$ cat config.mk
export PLATFORM = sky130hd
export DESIGN_NAME = cla_cbya_adder32
export DESIGN_NICKNAME = d
export VERILOG_FILES = /design/src/rtl/cla_cbya_adder32_pkg.sv /design/src/rtl/cla_cbya_adder32_slices.sv /design/src/rtl/cla_cbya_adder32.sv
export SDC_FILE = /design/constraint.sdc
export NUM_CORES = 1
export LEC_CHECK = 0
export ABC_CLOCK_PERIOD_IN_PS = 990
export CAP_MARGIN = 10
export CORE_MARGIN = 2
export CORE_UTILIZATION = 51
export CTS_CLUSTER_SIZE = 8
export DETAILED_ROUTE_END_ITERATION = 6
export GPL_TIMING_DRIVEN = 0
export PLACE_DENSITY = 0.82
export SLEW_MARGIN = 20
export SYNTH_ARGS = -nofsm -noshare
export SYNTH_HDL_FRONTEND = slang
export SYNTH_HIERARCHICAL = 1
export SYNTH_SLANG_ARGS = --single-unit
$ cat constraint.sdc
create_clock -name clk -period 0.99 [get_ports clk]
set_input_delay 0.198 -clock clk [delete_from_list [all_inputs] [get_ports clk]]
set_output_delay 0.198 -clock clk [all_outputs]
set_load 0.01 [all_outputs]
$ cat src/rtl/cla_cbya_adder32_pkg.sv
// Shared widths and result type for the dual-architecture adder.
// Result type is sized for the default width.
package adder_pkg;

  localparam int DEF_WIDTH  = 32;
  localparam int DEF_GROUP  = 4;
  localparam int NUM_GROUPS = DEF_WIDTH / DEF_GROUP;

  typedef struct packed {
    logic                 cout;
    logic [DEF_WIDTH-1:0] sum;
  } result_t;

endpackage

$ cat src/rtl/cla_cbya_adder32_slices.sv
// GROUP-bit slices: lookahead group (sum, group G/P) and ripple block with bypass mux.
// Both purely combinational; no handshake.
module cla_group #(
  parameter int GROUP = 4
) (
  input  logic [GROUP-1:0] a,
  input  logic [GROUP-1:0] b,
  input  logic             cin,
  output logic [GROUP-1:0] sum,
  output logic             gg,
  output logic             gp
);

  logic [GROUP-1:0] g;
  logic [GROUP-1:0] p;
  logic [GROUP-1:0] c;
  logic             acc;
  logic             prod;
  logic             g_acc;
  logic             p_acc;

  assign g = a & b;
  assign p = a ^ b;

  // Each internal carry is a flat sum-of-products over g/p and cin.
  always_comb begin
    c    = '0;
    acc  = 1'b0;
    prod = 1'b0;
    c[0] = cin;
    for (int i = 0; i < GROUP - 1; i++) begin
      acc  = g[i];
      prod = p[i];
      for (int j = i - 1; j >= 0; j--) begin
        acc  = acc | (prod & g[j]);
        prod = prod & p[j];
      end
      c[i+1] = acc | (prod & cin);
    end
  end

  always_comb begin
    g_acc = g[GROUP-1];
    p_acc = p[GROUP-1];
    for (int j = GROUP - 2; j >= 0; j--) begin
      g_acc = g_acc | (p_acc & g[j]);
      p_acc = p_acc & p[j];
    end
  end

  assign sum = p ^ c;
  assign gg  = g_acc;
  assign gp  = p_acc;

endmodule

module cbya_block #(
  parameter int GROUP = 4
) (
  input  logic [GROUP-1:0] a,
  input  logic [GROUP-1:0] b,
  input  logic             cin,
  output logic [GROUP-1:0] sum,
  output logic             cout
);

  logic [GROUP-1:0] g;
  logic [GROUP-1:0] p;
  logic [GROUP:0]   rc;

  assign g = a & b;
  assign p = a ^ b;

  always_comb begin
    rc    = '0;
    rc[0] = cin;
    for (int i = 0; i < GROUP; i++) begin
      rc[i+1] = g[i] | (p[i] & rc[i]);
    end
  end

  assign sum = p ^ rc[GROUP-1:0];
  // Full-propagate block forwards its carry-in without waiting on the ripple.
  assign cout = (&p) ? cin : rc[GROUP];

endmodule

$ cat src/rtl/cla_cbya_adder32.sv
// Adds a+b with a two-level CLA and a carry-bypass adder, registers both plus a disagreement flag.
// One cycle latency, one result per cycle, no backpressure.
module cla_cbya_adder32
  import adder_pkg::*;
#(
  parameter int WIDTH = DEF_WIDTH,
  parameter int GROUP = DEF_GROUP
) (
  input  logic             clk,
  input  logic             rst_n,
  input  logic             in_valid,
  input  logic [WIDTH-1:0] a,
  input  logic [WIDTH-1:0] b,
  output logic             out_valid,
  output logic [WIDTH-1:0] cla_sum,
  output logic             cla_cout,
  output logic [WIDTH-1:0] cbya_sum,
  output logic             cbya_cout,
  output logic             mismatch
);

  localparam int NG = WIDTH / GROUP;

  logic [NG-1:0]    gg;
  logic [NG-1:0]    gp;
  logic [NG:0]      gc;
  logic [NG:0]      bc;
  logic [WIDTH-1:0] cla_s;
  logic [WIDTH-1:0] cbya_s;
  logic             c_acc;
  logic             p_acc;
  logic             diff;

  // Second-level lookahead: every group carry-in straight from group G/P, carry-in 0.
  always_comb begin
    gc    = '0;
    c_acc = 1'b0;
    p_acc = 1'b0;
    for (int k = 1; k <= NG; k++) begin
      c_acc = gg[k-1];
      p_acc = gp[k-1];
      for (int j = k - 2; j >= 0; j--) begin
        c_acc = c_acc | (p_acc & gg[j]);
        p_acc = p_acc & gp[j];
      end
      gc[k] = c_acc;
    end
  end

  assign bc[0] = 1'b0;

  for (genvar gi = 0; gi < NG; gi++) begin : g_slice
    cla_group #(.GROUP(GROUP)) u_cla (
      .a   (a[gi*GROUP +: GROUP]),
      .b   (b[gi*GROUP +: GROUP]),
      .cin (gc[gi]),
      .sum (cla_s[gi*GROUP +: GROUP]),
      .gg  (gg[gi]),
      .gp  (gp[gi])
    );

    cbya_block #(.GROUP(GROUP)) u_cbya (
      .a    (a[gi*GROUP +: GROUP]),
      .b    (b[gi*GROUP +: GROUP]),
      .cin  (bc[gi]),
      .sum  (cbya_s[gi*GROUP +: GROUP]),
      .cout (bc[gi+1])
    );
  end

  assign diff = {gc[NG], cla_s} != {bc[NG], cbya_s};

  always_ff @(posedge clk or negedge rst_n) begin
    if (!rst_n) begin
      out_valid <= 1'b0;
      cla_sum   <= '0;
      cla_cout  <= 1'b0;
      cbya_sum  <= '0;
      cbya_cout <= 1'b0;
      mismatch  <= 1'b0;
    end else begin
      out_valid <= in_valid;
      if (in_valid) begin
        cla_sum   <= cla_s;
        cla_cout  <= gc[NG];
        cbya_sum  <= cbya_s;
        cbya_cout <= bc[NG];
        mismatch  <= diff;
      end
    end
  end

endmodule

==> results by group, run 1 <==
Run status
  • Status: finished, violations left
  • Failing checks: negative setup slack

STA
  • RSZ-0062 raised after global routing: yes
  • Final period util: 1230%
  • Worst Hold Margin: approximately 0.017 ns
  • Setup WS post-layout: -11.16 ns
  • # setup viols final: ~130
  • Final Skew: 0 ns
  • Fin. Hold Viols: 0
  • Fmax: 0.0823 GHz
  • Setup TNS: -231.56 ns
  • Final Max Tran Viols: 0
  • Fin crit period: 12.15 ns

Global routing
  • GRT overflow: 0
  • First-pass GRT wire length: 25900 um
  • Largest net degree at the start of global routing: 40
  • Number of global-route vias before repair: a little over 5000
  • Gr usage total: approximately 29%
  • Antenna violations before repair: 0

Logic synthesis
  • Syn. warnings: 6
  • Syn Inst Count: 500
  • Syn avg cell area: 11.4 um2
  • Post-synthesis cell area: 5700 um2

Finish
  • Area growth from synthesis to final layout: 55.4%
  • Layout cells sized above 1: 61.6%
  • Final cell count without fillers: 901
  • Most frequent cells in the layout: buf_4 (102), dfrtp_1 (68), mux2_4 (53), clkbuf_2 (53)
  • Fin area: 8850 um2
  • Most common cell after layout, fill and taps aside: buf_4
  • Fill cells: approximately 600
  • Diode count: 0
  • Nets: around 930
  • Final core utilization: about four fifths

Placement
  • Placed instance area: 7670 um2
  • Final GP Congestion: 0.821
  • HPWL after DPL: 11700 um
  • Port bufs: approximately 130
  • Post-Place Cells: slightly below 800

Pwr
  • Worst vdd ir: 0.000788 V
  • P_leak: 4.40 nW
  • Pwr Density: 1570 nW/um2

Floorplan
  • Starting density of the core: a little over half
  • Die Y: roughly 110 um
  • DIE AREA: around 12000 um2
  • Die X: 110 um
  • Core area: approximately 11000 um2
  • # IOs: 135
  • Site Rows: 38

Worst setup path
  • Data arrival time of the critical path: 12.40 ns
  • Worst setup EP type: flip-flop
  • Setup Crit Path Kind: in -> reg
  • Max FO, Critical Path: 2
  • Max stage delay on crit path: 0.53 ns
  • Critical-path top delay cell: fa_2
  • Reg-to-reg slack, setup: 0.06 ns
  • CP Data Required Time: 1.24 ns
  • Startpoint Class: primary input
  • Most used cell, CP: fa_2

Clocking
  • Root Buffer: clkbuf_8
  • Num CTS Buffers: 9
  • Clock Latency Late Sink: 0.35 ns
  • Sinks on Clock Net: 68
  • Longest Clk Path Bufs: 2
  • H-tree levels: 3
  • Clock slew at reported path FFs: approximately 0.09 ns
  • CTS tree: yes

Detailed routing
  • Avg WL per Cell: 20.2 um
  • Drt drc: 0
  • Routed Antenna Nets: 0
  • First DRT Iteration DRCs: 251
  • Via count: 4927
  • Final wirelength: 18200 um
  • 1st-pass router iterations: 5
  • Vias per cell: 5.47

Flow run
  • Max-capacitance violation count: 0

Hold path
  • Hold WC Path Type: in -> reg
[report_power, final]
| group | leakage (nW) | internal [mW] | total (mW) | switching (mW) |
|---|---|---|---|---|
| combinational | 3.50 | 3.88 | 7.27 | 3.39 |
| sequential | 0.792 | 3.48 | 3.93 | 0.451 |
| clock | 0.107 | 1.49 | 2.67 | 1.19 |
| total | 4.40 | 8.85 | 13.9 | 5.03 |
[worst max-delay path, delay by kind of cell]
kind / cells / cell delay [ns]
xor+xnor: 1 / 0.17
fa+ha+maj: 32 / 8.75
mux: 7 / 1.17
compound gates: 1 / 0.09
buf+inv: 26 / 1.61
simple gates: 3 / 0.39
[stage by stage]
stage	total power, mW	worst slack (ns)
after floorplan	7.20	-10.32
after global placement	9.85	-11.89
after detailed placement	10.0	-12.07
after CTS	13.0	-11.04
after global routing	14.5	-11.67
final	13.9	-11.16
[sequential cells by signal, indices dropped and copies added (netlist names)]
name / flops
cbya_cout: 1
out_valid: 1
cla_sum: 32
cbya_sum: 32
cla_cout: 1
mismatch: 1
[final timing paths]
check,endpoint,cells past startpoint,from
max,mismatch,70,b[0]
max reg2reg,cla_sum[2],2,cla_sum[2]
min,out_valid,1,in_valid
min reg2reg,cbya_sum[18],1,cbya_sum[18]
max in group asynchronous,cbya_sum[0],3,rst_n
min in group asynchronous,cla_sum[4],2,rst_n
[per-layer routing]
layer / share of wire [%] / track usage (%) / up-vias
met4: 2.6 / 8.41 / 0
met5: 0 / 0 / -
met1: 40 / 35.2 / 2516
met2: 52 / 51.6 / 189
li1: - / - / 2179
met3: 5.3 / 5.45 / 43
[cell type report]
cell class / instances / area, um2 / area share [%]
multi-input cells: 354 / 4620 / 52.2
repair buffers: 242 / 1780 / 20.2
flip-flops and latches: 68 / 1700 / 19.2
inverters: 73 / 282 / 3.18
well taps: 140 / 175 / 1.98
clock buffers: 12 / 145 / 1.64
clock inverters: 4 / 72.6 / 0.820
plain buffers: 8 / 66.3 / 0.749
[what timing repair did]
action,in CTS,in global routing
buffers inserted,49,60
gates cloned,0,0
endpoints found under the setup margin,135,135
gates resized for setup,283,202
pin swaps,33,42
hold endpoints to repair,29,0
hold buffers,1,0
Power figures use the tool's default switching activity.
==> run 2, diff against run 1 <==
CAP_MARGIN = 20   (was 10)
GPL_TIMING_DRIVEN = not set   (was 0)
MAX_ROUTING_LAYER = met4   (was not set)
==> run 2 against run 1 <==
Effect of this change: the flow finishes with violations (design-rule violations, negative setup slack); register-to-register slack lost 0.18 ns; clock-buffer cell count fell by 1; global-route usage is 13 points higher; total power is 21% higher; setup slack worse by 0.90 ns; highest routed layer unchanged; hold slack gained 0.023 ns; routed wire length is 68% higher; cell count increased by 16%; flip-flop and latch count did not move; sequential share of layout area shrank 2.7 points; non-clock buffer count grew 143; die area is the same.
==> results by group, run 2 (same netlist as run 1, synthesis figures left out) <==
Floorplan
  • DIE AREA: 12000 um2 (unchanged)
  • Site Rows: 38 (unchanged)
  • Core area: 10900 um2 (unchanged)
  • # IOs: 135 (unchanged)
  • Die X: 110 um (unchanged)
  • Die Y: 110 um (unchanged)
  • Starting density of the core: 52.3% (unchanged)

Pwr
  • Worst vdd ir: 0.00160 V (+100%)
  • Pwr Density: 1620 nW/um2 (+3.6%)
  • Power Total: 16.7 mW (+21%)
  • P_leak: 5.23 nW (+19%)

Worst setup path
  • Setup Crit Path Kind: in -> reg
  • Most used cell, CP: fa_2
  • CP top delay family: adder cells
  • Critical-path top delay cell: fa_2
  • Startpoint Class: primary input
  • Max stage delay on crit path: 0.53 ns (about the same)
  • R2r startpoint: cbya_sum[9]
  • Data arrival time of the critical path: 13.30 ns (+0.90 ns)
  • Crit path buffers/inverters: 26 (unchanged)
  • Max FO, Critical Path: 2 (unchanged)
  • Crit path launch: b[0]
  • Worst path depth: 70 (unchanged)
  • CP Data Required Time: 1.25 ns (about the same)
  • R2R depth: 3 (+1)
  • Worst setup EP type: flip-flop

Detailed routing
  • Drt drc: 2 (+2)
  • Final wirelength: 30500 um (+68%)
  • Routed Antenna Nets: 0 (unchanged)
  • Via count: 6675 (+35%)
  • First DRT Iteration DRCs: 641 (+160%)
  • 1st-pass router iterations: 7 (+2)
  • Avg WL per Cell: 29.3 um (+45%)
  • Vias per cell: 6.40 (+17%)

Finish
  • Top Registers: cbya_sum: 32 flops, cla_sum: 32 flops
  • Nets: 1070 (+15%)
  • Final core utilization: 94.6% (+13 points)
  • Most frequent cells in the layout: buf_4 (188), buf_6 (82), dfrtp_1 (68)
  • Diode count: 0 (unchanged)
  • Area growth from synthesis to final layout: 80.8%
  • Most common cell after layout, fill and taps aside: buf_4
  • Fin area: 10300 um2 (+16%)
  • Layout cells sized above 1: 66.0% (+4.4 points)
  • Final cell count without fillers: 1043 (+16%)

STA
  • Fin. Hold Viols: 0 (unchanged)
  • Fmax: 0.0767 GHz (-6.9%)
  • Final period util: 1320% (+91 points)
  • # setup viols final: 134 (+0.75%)
  • RSZ-0062 raised after global routing: yes
  • Setup TNS: -260.31 ns (-28.75 ns)
  • Final Skew: 0 ns (unchanged)
  • Setup WS post-layout: -12.05 ns (-0.897 ns)
  • Fin crit period: 13.04 ns (+0.897 ns)
  • Slew margin rel.: 53.0%
  • Worst-margin pin slew: 0.698 ns
  • Worst Hold Margin: 0.0396 ns (+0.0231 ns)
  • Final Max Tran Viols: 0 (unchanged)

Clocking
  • CTS tree: yes
  • Sinks on Clock Net: 68 (unchanged)
  • Root Buffer: clkbuf_8
  • Longest Clk Path Bufs: 2 (unchanged)
  • Num CTS Buffers: 9 (unchanged)
  • Clock Latency Late Sink: 0.40 ns (+0.05 ns)
  • Clock slew at reported path FFs: 0.09 ns (about the same)
  • H-tree levels: 3 (unchanged)

Flow run
  • Max-capacitance violation count: 0 (unchanged)

Global routing
  • Largest net degree at the start of global routing: 69 (+73%)
  • Number of global-route vias before repair: 6543 (+28%)
  • First-pass GRT wire length: 35300 um (+36%)
  • Gr usage total: 41.6% (+13 points)
  • Antenna violations before repair: 0 (unchanged)
  • GRT overflow: 0 (unchanged)

Run status
  • Failing checks: design-rule violations, negative setup slack
  • Status: finished, violations left

Hold path
  • Cell depth of the worst hold path: 1 (unchanged)
  • Hold wc startpoint: in_valid
  • Hold WC Path Type: in -> reg

Placement
  • Post-Place Cells: 961 (+24%)
  • Port bufs: 134 (unchanged)
  • HPWL after DPL: 14500 um (+24%)
  • Place WS: -12.01 ns (+0.0661 ns)
  • Placed instance area: 9100 um2 (+19%)
  • Final GP Congestion: 0.856 (+4.3%)
-- run 2: final timing paths --
kind | end | slack, ns
worst max-delay path | mismatch | -12.05
worst min-delay path | out_valid | 0.04
worst max register to register | cbya_sum[9] | -0.12
worst min register to register | cla_sum[27] | 0.51
max in group asynchronous | cla_cout | 0.24
min in group asynchronous | cla_sum[10] | 0.35
-- run 2: timing repair --
item,4_1_cts,5_1_grt
buffers inserted,31,54
gates resized for setup,281,180
hold buffers,1,0
endpoints found under the hold margin,68,0
setup endpoints to repair,135,134
pin swaps,40,40
-- run 2: metal layers --
layer	track usage, %	wire length [um]	vias to the layer above
li1	-	-	2472
met1	42.4	9680	3183
met5	-	0	-
met3	7.17	2780	356
met2	72.2	14300	664
met4	29.7	3790	0
-- run 2: power by group --
part / total [mW] / internal, mW / switching (mW)
Combinational: 9.78 / 5.11 / 4.67
Clock: 2.91 / 1.54 / 1.37
Sequential: 4.04 / 3.48 / 0.565
-- run 2: cell type report --
cell class                      count  area [um2]
Clock inverter                      4        72.6
Timing Repair Buffer              393        3260
Fill cell                         272         588
Tap cell                          140         175
Clock buffer                       11         151
Sequential cell                    68        1700
Multi-Input combinational cell    354        4660
Inverter                           73         282
-- run 2: worst reg2reg max path: cells and delay by family (launching register included) --
| kind | cells | cell delay (ns) |
|---|---|---|
| buf+inv | 2 | 0.29 |
| flops | 1 | 0.43 |
| mux | 1 | 0.28 |
==> run 3, diff against run 2 <==
PLACE_DENSITY = 0.92   (was 0.82)
RECOVER_POWER = 50   (was not set)
==> run 3 against run 2 <==
Effect of this change: the run ends with negative setup slack left; sequential power up 2%; clock-buffer cell count grew 2; global-route usage increased by 5.0 points; critical path depth decreased by 3; cell count increased by 2.4%.
==> results by group, run 3 (same netlist as run 1, synthesis figures left out) <==
Clocking
  • Root Buffer: clkbuf_8
  • Clock slew at reported path FFs: 0.09 ns (about the same)
  • Clock Latency Late Sink: 0.37 ns (-0.03 ns)
  • H-tree levels: 3 (unchanged)
  • Sinks on Clock Net: 68 (unchanged)
  • CTS tree: yes
  • Longest Clk Path Bufs: 2 (unchanged)
  • Num CTS Buffers: 9 (unchanged)

Finish
  • Final core utilization: 96.1% (+1.5 points)
  • Top Registers: cbya_sum: 32 flops, cla_sum: 32 flops
  • Layout cells sized above 1: 68.7% (+2.7 points)
  • Area growth from synthesis to final layout: 83.8%
  • Nets: 1093 (+2.1%)
  • Most frequent cells in the layout: buf_4 (214), buf_6 (83), dfrtp_1 (68)
  • Fin area: 10500 um2 (+1.6%)
  • Most common cell after layout, fill and taps aside: buf_4

Floorplan
  • DIE AREA: 12000 um2 (unchanged)
  • Starting density of the core: 52.3% (unchanged)
  • # IOs: 135 (unchanged)
  • Core area: 10900 um2 (unchanged)
  • Site Rows: 38 (unchanged)
  • Die Y: 110 um (unchanged)
  • Die X: 110 um (unchanged)

Flow run
  • Max-capacitance violation count: 0 (unchanged)

Worst setup path
  • Worst setup EP type: flip-flop
  • CP top delay family: adder cells
  • Critical-path top delay cell: fa_2
  • Startpoint Class: primary input
  • Crit path buffers/inverters: 24 (-7.7%)
  • Max FO, Critical Path: 2 (unchanged)
  • Setup Crit Path Kind: in -> reg
  • CP Data Required Time: 1.25 ns (about the same)
  • Most used cell, CP: fa_2
  • Max stage delay on crit path: 0.48 ns (-0.05 ns)
  • Data arrival time of the critical path: 14.02 ns (+0.72 ns)

Pwr
  • Combinational share of power: 60.9% (+2.4 points)
  • Sw power: 6.96 mW (+5.4%)
  • P_leak: 5.30 nW (+1.4%)
  • Flop pwr share: 24.2% (about the same)
  • Sw frac: 40.9% (+1.4 points)
  • Clock share of power: 14.9% (-2.5 points)
  • Pwr Density: 1630 nW/um2 (about the same)
  • Pint: 10.1 mW (-0.69%)
  • Worst vdd ir: 0.00124 V (-22%)

STA
  • Fmax: 0.0727 GHz (-5.1%)
  • Slew margin rel.: 35.4% (-18 points)
  • Final Max Tran Viols: 0 (unchanged)
  • Worst-margin pin slew: 0.969 ns (+0.271 ns)
  • Final period util: 1390% (+72 points)
  • Fin crit period: 13.75 ns (+0.708 ns)
  • Fin. Hold Viols: 0 (unchanged)
  • Worst Hold Margin: 0.341 ns (+0.302 ns)
  • RSZ-0062 raised after global routing: yes
  • Final Skew: 0 ns (unchanged)
  • Setup WS post-layout: -12.76 ns (-0.708 ns)
  • # setup viols final: 175 (+31%)

Placement
  • Port bufs: 134 (unchanged)
  • HPWL after DPL: 15800 um (+8.7%)
  • Placed instance area: 9140 um2 (+0.41%)
  • Final GP Congestion: 0.940 (+9.8%)

Detailed routing
  • Avg WL per Cell: 32.0 um (+9.4%)
  • 1st-pass router iterations: 5 (-2)
  • Routed Antenna Nets: 0 (unchanged)
  • Via count: 7002 (+4.9%)
  • First DRT Iteration DRCs: 944 (+47%)
  • Final wirelength: 34200 um (+12%)
  • Drt drc: 0 (-2)
  • Vias per cell: 6.56 (+2.4%)

Run status
  • Status: finished, violations left
  • Failing checks: negative setup slack

Global routing
  • Antenna violations before repair: 2 (+2)
  • Largest net degree at the start of global routing: 69 (unchanged)
  • Number of global-route vias before repair: 7002 (+7.0%)
  • First-pass GRT wire length: 39400 um (+12%)
  • GRT overflow: 0 (unchanged)
  • Gr usage total: 46.6% (+5.0 points)

Hold path
  • Hold WC Path Type: in -> reg
[run 3: changes by cell type in the layout (fill, tap and decap cells not counted), moves of 3 or more]
cell,previous run,this run
clkbuf_1,0,5
clkdlybuf4s15_2,4,0
clkbuf_2,47,51
buf_4,188,214
mux2_2,8,12
clkdlybuf4s50_1,17,14
xor2_1,39,34
xor2_2,7,14
clkdlybuf4s15_1,2,5
ha_1,40,37
mux2_4,57,53
dlygate4sd2_1,27,19
[run 3: area by class of cell]
type / count / area, um2
well taps: 140 / 175
repair buffers: 416 / 3390
clock buffers: 13 / 149
diodes: 2 / 5.00
inverters: 73 / 282
multi-input cells: 354 / 4730
flip-flops and latches: 68 / 1700
clock inverters: 2 / 35.0
fillers: 219 / 420
[run 3: power groups by stage]
| stage | sequential [mW] | combinational [mW] | clock, mW |
|---|---|---|---|
| after detailed placement | 3.98 | 7.81 | 0 |
| final | 4.12 | 10.4 | 2.53 |
| after floorplan | 4.21 | 2.99 | 0 |
| after global placement | 3.91 | 7.37 | 0 |
| after CTS | 3.96 | 8.47 | 2.41 |
| after global routing | 4.13 | 10.6 | 2.63 |
[run 3: worst paths after layout]
path | start | end | slack [ns] | cells after the start
min in group asynchronous | rst_n | cla_sum[1] | 0.54 | 3
min | a[2] | cbya_sum[2] | 0.34 | 3
max | b[0] | mismatch | -12.76 | 67
max reg2reg | cbya_sum[30] | cbya_sum[30] | -0.12 | 3
max in group asynchronous | rst_n | cla_sum[11] | -0.06 | 3
min reg2reg | cla_sum[18] | cla_sum[18] | 0.52 | 1
[run 3: repair_timing]
item                                   4_1_cts  5_1_grt
pin swaps                                   49       44
buffers inserted                            43       57
resized for setup                          322      190
setup endpoints to repair                  135      134
hold buffers                                 1        0
endpoints found under the hold margin       68        0
[run 3: layer usage]
metal | wire length (um) | global-route usage (%) | up-vias
met3 | 4390 | 10.4 | 404
met1 | 10600 | 46.3 | 3264
met4 | 4430 | 37.4 | 0
met2 | 14700 | 78.3 | 820
li1 | - | - | 2514
met5 | 0 | - | -
[run 3: worst min-delay path, cell delays in order]
cell	delay, ns
buf_6	0.08
fa_2	0.25
mux2_4	0.16
[run 3: metrics by stage]
step	worst slack [ns]	power, mW	setup TNS, ns	cells
after floorplan	-10.32	7.20	-211.57	503
after global placement	-11.47	11.3	-278.50	966
after detailed placement	-12.10	11.8	-292.49	966
after CTS	-11.31	14.8	-256.14	1020
after global routing	-13.09	17.4	-293.36	1068
final	-12.76	17.0	-276.19	1068
==> RTL change 1, RTL diff (settings of run 3) <==
Remove the register `out_valid`: a continuous assignment takes its place, so the output `out_valid` follows one clock earlier.
--- a/src/rtl/cla_cbya_adder32.sv
+++ b/src/rtl/cla_cbya_adder32.sv
@@ -72,14 +72,12 @@
 
   always_ff @(posedge clk or negedge rst_n) begin
     if (!rst_n) begin
-      out_valid <= 1'b0;
       cla_sum   <= '0;
       cla_cout  <= 1'b0;
       cbya_sum  <= '0;
       cbya_cout <= 1'b0;
       mismatch  <= 1'b0;
     end else begin
-      out_valid <= in_valid;
       if (in_valid) begin
         cla_sum   <= cla_s;
         cla_cout  <= gc[NG];
@@ -90,5 +88,7 @@
     end
   end
 
+  assign out_valid = in_valid;
+
 endmodule
 
Check against the original RTL: not equivalent (a bounded check fails within 4 cycles, from zero or initial values and one cycle with rst_n low).
==> RTL change 1 against run 3 <==
The run now fails in global routing; synthesized area is 0.92% lower.
==> RTL change 1: results (changes against run 3) <==
Clock network
  • Clock Sink Count: 67 (-1.5%)
  • CTS buffer count: 9 (unchanged)
  • CTS root buffer: clkbuf_8
  • Htree depth: 3 (unchanged)
  • Clk buf depth: 2 (unchanged)

Timing
  • Worst EP Category: register input
  • Worst setup endpoint GRT: mismatch$_DFFE_PN0P_/D

Synthesis
  • Ys Warns: 6 (unchanged)
  • Synth Cell Area: 5640 um^2 (-0.92%)

Status
  • Halt Stage: global routing
  • Stop err: [ERROR GRT-0232] Routing congestion too high. Check the congestion heatmap in the GUI.
  • Status: aborted with a tool error

Place
  • Routability cong.: 0.941 (about the same)
  • Port bufs: 134 (unchanged)
  • Placed Area: 8990 um^2 (-1.6%)
  • Hpwl dp: 15300 um (-3.1%)

Global route
  • Total GRT Usage: 75.6%
  • Largest net degree at the start of global routing: 34
  • Global route overflow: 111
==> RTL change 1: metrics by stage <==
step                utilization (%)  setup WS [ps]  std cells  hold slack [ps]  setup TNS [ps]
CTS                            91.9         -11540       1029              189         -259160
detailed placement             83.0         -12270        959             40.5         -290160
floorplan                         -         -10500        500            -97.6         -213890
global placement               83.0         -11630        959             35.0         -279840
==> RTL change 1: metal layers <==
layer / GRT overflow / track usage [%]
met1: 0 / 68.8
met2: 54 / 95.0
met3: 1 / 54.3
met4: 56 / 84.1
met5: - / -
==> RTL change 1: repair_timing <==
action | in CTS
hold buffers | 1
buffers inserted | 60
setup endpoints to repair | 135
gates resized for setup | 261
pin swaps | 32
endpoints found under the hold margin | 67
cloned | 0
==> RTL change 2, RTL diff (config.mk and constraints of run 3) <==
Made on the original files. Set the package constant `DEF_WIDTH` to 16 (it was 32).
--- a/src/rtl/cla_cbya_adder32_pkg.sv
+++ b/src/rtl/cla_cbya_adder32_pkg.sv
@@ -2,7 +2,7 @@
 // Result type is sized for the default width.
 package adder_pkg;
 
-  localparam int DEF_WIDTH  = 32;
+  localparam int DEF_WIDTH  = 16;
   localparam int DEF_GROUP  = 4;
   localparam int NUM_GROUPS = DEF_WIDTH / DEF_GROUP;
 
Interface: changed (resized a, b, cbya_sum and cla_sum); port bits go from 135 to 71. No check against the original RTL was run, so the function may have changed too.
==> RTL change 2 against run 3 <==
The flow still finishes with violations (setup timing); sequential cell count fell by 32; non-clock buffer count fell by 221; total power fell by 50%; sequential share of layout area rose by 1.1 points; setup slack improved by 6800 ps; design area fell by 51%; wire length fell by 57%; synthesized area fell by 50%; largest cell class unchanged.
==> RTL change 2: results (changes against run 3) <==
Status
  • Status: finished with violations
  • Violated checks: setup timing

Global route
  • Largest net degree at the start of global routing: 37 (-46%)
  • Initial antenna violation count: 0 (-2)
  • Total GRT Usage: 39.8% (-6.8 points)

Final layout
  • Fin cells: 521 (-51%)
  • Largest registers: cbya_sum: 16 flops, cla_sum: 16 flops
  • Antenna cells: 0 (-2)
  • Final Net Count: 535 (-51%)

Clock network
  • Htree depth: 2 (-1)
  • CTS buffer count: 5 (-4)
  • Clk_lat worst skew: 300 ps (-70 ps)

Power
  • Int Pwr: 5.31 mW (-47%)
  • LEAKAGE: 2.62 nW (-51%)

Place
  • Hpwl dp: 6620 um (-58%)
  • Dpl cells: 473 (-51%)
  • Worst slack at placement: -6130 ps (+5970 ps)
  • Routability cong.: 0.889 (-5.4%)
  • Placed Area: 4570 um^2 (-50%)

Setup path
  • Worst path max stage delay: 510 ps (+30 ps)
  • Worst EP arrival: 7130 ps (-6890 ps)

Detailed routing
  • Drt initial violations: 339 (-64%)
  • DR WL/cell: 28.5 um (-11%)
  • Met2 routed WL: 7060 um (-52%)
  • Vias: 3260 (-53%)

Timing
  • Final setup viols: 70 (-60%)
  • Final WS setup: -5960 ps (+6800 ps)
  • Setup total negative slack: -75340 ps (+200860 ps)
[RTL change 2: final timing paths]
check | from | endpoint | slack, ps | cells after the start
min in group asynchronous | rst_n | cla_sum[0] | 530 | 3
max in group asynchronous | rst_n | cbya_cout | 70 | 3
worst max-delay path | a[0] | mismatch | -5960 | 37
worst min register to register | cla_sum[11] | cla_sum[11] | 530 | 1
worst min-delay path | in_valid | out_valid | 280 | 2
worst max register to register | cbya_sum[15] | cbya_sum[15] | -110 | 3
[RTL change 2: area by class of cell]
class	instances	area, um^2	area share (%)
flip-flops and latches	36	901	17.4
clock buffers	7	96.3	1.86
repair buffers	195	1610	31.1
multi-input cells	174	2310	44.6
inverters	36	143	2.76
clock inverters	1	30.0	0.580
well taps	72	90.1	1.74
[RTL change 2: power groups by stage]
| stage | registers (mW) | logic, mW | clock network, mW |
|---|---|---|---|
| global route | 2.12 | 5.03 | 1.57 |
| finish | 2.10 | 4.86 | 1.55 |
| floorplan | 2.19 | 1.55 | 0 |
| global placement | 2.04 | 3.54 | 0 |
| CTS | 2.00 | 4.02 | 1.49 |
| detailed placement | 2.06 | 3.71 | 0 |
[RTL change 2: routing by layer]
metal	track usage [%]	up-vias
li1	-	1224
met1	41.0	1545
met2	71.8	333
met3	8.18	158
met4	20.0	0
met5	-	-
[RTL change 2: what timing repair did]
action,in CTS,in global routing
gates resized for setup,255,44
hold buffers,1,0
pin swaps,31,21
buffers inserted,33,15
setup endpoints to repair,71,71
endpoints found under the hold margin,36,0
gates cloned,0,0
[RTL change 2: critical path: cells and delay by family]
kind,cells,cell delay [ps]
buffers and inverters,14,1030
adders and majority gates,16,4530
and+or+nand+nor,2,470
muxes,3,560
AOI/OAI and AO/OA,1,170
xor gates and xnor gates,1,180
